`src/rtl/ustream_win_cnt.sv`:
```
// Unary bitstream window counter: counts ones over 2^k enabled samples and
// converts the result back to binary, raw and normalised to a 2^WLOG scale.
module ustream_win_cnt #(
    parameter int unsigned WLOG = 8,
    parameter int unsigned KW   = 4
) (
    input  logic            clk,
    input  logic            rst_n,
    input  logic            start,
    input  logic [KW-1:0]   win_log,
    input  logic            in_bit,
    input  logic            in_en,
    output logic            busy,
    output logic            done,
    output logic [WLOG:0]   count,
    output logic [WLOG-1:0] value,
    output logic [WLOG:0]   ones_live
);

    typedef enum logic {StIdle, StRun} state_t;

    state_t          state_q, state_d;
    logic [KW-1:0]   k_q, k_d;
    logic [WLOG:0]   ones_q, ones_d;
    logic [WLOG:0]   samp_q, samp_d;
    logic [WLOG:0]   count_q, count_d;
    logic [WLOG-1:0] value_q, value_d;
    logic            done_q, done_d;

    logic [KW-1:0]   k_clamp;
    logic [KW-1:0]   shamt;
    logic [WLOG:0]   ones_inc;
    logic [WLOG:0]   samp_inc;
    logic [WLOG:0]   target;
    logic [WLOG:0]   scaled;

    assign k_clamp  = (win_log > KW'(WLOG)) ? KW'(WLOG) : win_log;
    assign ones_inc = ones_q + {{WLOG{1'b0}}, in_bit};
    assign samp_inc = samp_q + {{WLOG{1'b0}}, 1'b1};
    assign target   = {{WLOG{1'b0}}, 1'b1} << k_q;
    // count <= 2^k, so the shifted value never exceeds 2^WLOG and fits in WLOG+1 bits
    assign shamt    = KW'(WLOG) - k_q;
    assign scaled   = ones_inc << shamt;

    always_comb begin
        state_d = state_q;
        k_d     = k_q;
        ones_d  = ones_q;
        samp_d  = samp_q;
        count_d = count_q;
        value_d = value_q;
        done_d  = 1'b0;
        case (state_q)
            StIdle: begin
                if (start) begin
                    state_d = StRun;
                    k_d     = k_clamp;
                    ones_d  = '0;
                    samp_d  = '0;
                end
            end
            StRun: begin
                if (start) begin
                    // restart: abandon the current window without a done pulse
                    k_d    = k_clamp;
                    ones_d = '0;
                    samp_d = '0;
                end else if (in_en) begin
                    ones_d = ones_inc;
                    samp_d = samp_inc;
                    if (samp_inc == target) begin
                        count_d = ones_inc;
                        value_d = scaled[WLOG] ? '1 : scaled[WLOG-1:0];
                        done_d  = 1'b1;
                        state_d = StIdle;
                    end
                end
            end
            default: state_d = StIdle;
        endcase
    end

    always_ff @(posedge clk or negedge rst_n) begin
        if (!rst_n) begin
            state_q <= StIdle;
            k_q     <= '0;
            ones_q  <= '0;
            samp_q  <= '0;
            count_q <= '0;
            value_q <= '0;
            done_q  <= 1'b0;
        end else begin
            state_q <= state_d;
            k_q     <= k_d;
            ones_q  <= ones_d;
            samp_q  <= samp_d;
            count_q <= count_d;
            value_q <= value_d;
            done_q  <= done_d;
        end
    end

    assign busy      = (state_q == StRun);
    assign done      = done_q;
    assign count     = count_q;
    assign value     = value_q;
    assign ones_live = ones_q;

endmodule

```
`config.mk`:
```
export PLATFORM = sky130hd
export DESIGN_NAME = ustream_win_cnt
export DESIGN_NICKNAME = d
export VERILOG_FILES = /design/src/rtl/ustream_win_cnt.sv
export SDC_FILE = /design/constraint.sdc
export NUM_CORES = 1
export LEC_CHECK = 0
export ABC_CLOCK_PERIOD_IN_PS = 5200
export BUFFER_PORTS_ARGS = -buffer_cell sky130_fd_sc_hd__buf_2
export CORE_MARGIN = 3
export CORE_UTILIZATION = 55
export CTS_BUF_LIST = sky130_fd_sc_hd__clkbuf_2 sky130_fd_sc_hd__clkbuf_4 sky130_fd_sc_hd__clkbuf_8
export CTS_CLUSTER_SIZE = 25
export DETAILED_ROUTE_END_ITERATION = 6
export PLACE_DENSITY = 0.77
export SYNTH_ARGS = -nofsm -noshare
export SYNTH_HDL_FRONTEND = slang
export SYNTH_SLANG_ARGS = --single-unit
export TNS_END_PERCENT = 5
```
`constraint.sdc`:
```
create_clock -name clk -period 5.2 [get_ports clk]
set_input_delay 0.52 -clock clk [delete_from_list [all_inputs] [get_ports clk]]
set_output_delay 0.52 -clock clk [all_outputs]
set_load 0.05 [all_outputs]
```
==> flow_summary.ini <==
[setup_path]
path_class = reg -> reg
cpMostUsedCell = ha_1
cp_top_family = simple AND/OR/NAND/NOR gates
critPathLaunchType = register
crit_chain = clkinv_1 > ha_1 > ha_1 > and2b_2 > xnor2_1 > nor4_2 > nand3_1 > or4_1 > mux2_1
crit_arrival_ps = 4220
crit_fanout = 28
critPathBufInv = 1
endpoint_kind = register
worstPathRequired_ps = 5370
crit_slowest_cell = or4_1
max_stage_delay_ps = 920

[floorplan]
die-area_um2 = 5900
die_h_um = 76.8
pin_count = 37
coreArea_um2 = 4790
die_w_um = 76.8
rows = 25
start_util_pct = 57.7

[route]
postRouteAntennaNets = 0
wl_per_cell_um = 15.8
vias = 2271
drc_errors = 0
first_pass_iters = 5
drt_iter0_drc = 146
via_per_inst = 5.88
routed_wirelength_um = 6080

[timing]
fin_setup_tns_ps = 0
post-route-period-util_pct = 77.9
skew_ps = 5.49
setup_viol = 0
period_minus_slack_ps = 4050
worstMarginPinSlew_ps = 914
fmax_mhz = 247
finalHoldViolCount = 0
whs_ps = 360
slew_headroom_pct = 39.1
slew_violations = 0
setup_ws_ps = 1150
rsz0062_at_grt = no

[clocking]
clock_path_buffers = 2
cts_max_level = 2
cts_tree = done
ctsResizeCount = 0
postCtsSetupBuffers = 0
clock_latency_ps = 290
path_clk_slew_ps = 80
root_buffer = clkbuf_8
numCtsBuffers = 5
cts_sinks = 41
cts-hold-fix-buffers = 0

[flow_run]
drv_cap = 0

[grt]
grt_pass1_vias = 2232
grt_max_degree = 42
grt_pass1_wl_um = 10800
grt_antenna_before_repair = 0
overflow = 0
track_usage_pct = 22.4

[placement]
post_dp_cell_area_um2 = 2910
pre_cts_ws_ps = 1150
place_congestion = 0.837
dpl.hpwl_um = 4310
port_buffers = 36

[synthesis]
synthFlopType = dfrtp_1
synth-edff-count = 0
synth.avg_cell_area_um2 = 9.32
syn_inst = 296
synth-seq-cells = 41
synthesis.area_um2 = 2760
yosysSeqAreaShare_pct = 37.2
syn_nets = 314
yosys_warnings = 0
yosysUniqueCellTypes = 48
synthArstFlopShare_pct = 100

[worst_hold_path]
min_path_type = in -> async

[power_and_ir_drop]
p_leak_nw = 1.38
pwr_density_cell_nw_per_um2 = 343
peakVddDrop_mv = 0.144

[cells_and_area]
regArea_um2 = 1030
multi_input_area_um2 = 1590
nFillCells = 421
layout_common_cells = 41 x dfrtp_1, 36 x buf_2, 31 x nand2_1
final_nets = 336
antennaDiodeCount = 0
area.growth.synth_to_final_pct = 9.66
fin_area_um2 = 3030
fin_util_pct = 63.2
drive_gt1_share_pct = 21.0
final_common_cell = dfrtp_1

[status]
status = finished clean
[kinds of logic after synthesis]
family          count (synthesis)  share of synthesized area, %
mux                            22                          10.1
simple gates                  113                          21.0
flops                          41                          37.2
fa+ha+maj                       9                          4.08
buf+inv                        29                          5.35
compound gates                 49                          11.8
xor+xnor                       33                          10.5
[cells in the mapped netlist (all sizes together) (3+ instances only)]
| master | n | area, um2 |
|---|---|---|
| clkbuf | 12 | 45.0 |
| a21oi | 9 | 45.0 |
| xor2 | 12 | 105 |
| a311oi | 4 | 35.0 |
| nand3 | 17 | 85.1 |
| nand4 | 5 | 31.3 |
| inv | 6 | 22.5 |
| o311ai | 3 | 26.3 |
| a211oi | 5 | 37.5 |
| o211ai | 4 | 30.0 |
| o22ai | 3 | 18.8 |
| o21ai | 12 | 60.1 |
| ha | 9 | 113 |
| mux2 | 19 | 236 |
| nor2 | 25 | 93.8 |
| nor3 | 5 | 25.0 |
| o31ai | 3 | 22.5 |
| or3 | 7 | 43.8 |
| buf | 9 | 72.6 |
| nor3b | 3 | 33.8 |
| nand3b | 3 | 22.5 |
| and2 | 3 | 18.8 |
| nor2b | 3 | 18.8 |
| nand4b | 4 | 35.0 |
| dfrtp | 41 | 1030 |
| xnor2 | 21 | 184 |
| nand2 | 31 | 116 |
[per-stage QoR]
step                      std cells  total power [mW]
after detailed placement        378             0.776
after global placement          378             0.765
after floorplan                 296             0.693
final                           386              1.04
after global routing            386              1.09
after CTS                       386              1.05
[metal layers]
layer | vias up | global-route usage [%] | share of wire [%]
li1 | 1084 | - | -
met1 | 1104 | 28.1 | 42
met2 | 72 | 39.4 | 51
met3 | 11 | 3.52 | 5.0
met4 | 0 | 7.25 | 1.6
met5 | - | 0 | 0
[final cells by class]
cell class	instances	area share [%]
Clock buffer	7	2.98
Clock inverter	1	0.992
Inverter	8	0.992
Multi-Input combinational cell	226	52.4
Sequential cell	41	33.9
Tap cell	67	2.77
Timing Repair Buffer	36	5.95
[flip-flops by register name, indices dropped and copies added, names as in the netlist]
register   count
value          8
ones_live      9
k_q            4
busy           1
samp_q         9
count          9
done           1
[worst register-to-register path, cell delays in order (launching register included)]
cell and delay, ps:
dfrtp_1 900, clkinv_1 480, ha_1 350, ha_1 200, and2b_2 200, xnor2_1 120, nor4_2 210, nand3_1 90
or4_1 920, mux2_1 460
[power breakdown]
group / internal, mW / switching, mW / total [mW]
clock: 0.162 / 0.107 / 0.269
sequential: 0.362 / 0.0356 / 0.398
combinational: 0.118 / 0.253 / 0.370
[worst paths after layout]
path / start / endpoint / slack (ps) / cells after the start
setup / recovery: k_q[0] / value[5] / 1150 / 9
hold / removal: rst_n / samp_q[2] / 360 / 1
setup reg to reg: k_q[0] / value[5] / 1150 / 9
hold reg to reg: count[1] / count[1] / 510 / 1
max in group asynchronous: rst_n / count[0] / 4280 / 1
min in group clk: win_log[3] / k_q[0] / 460 / 2
Note: power is estimated with default switching activity, not from simulation.
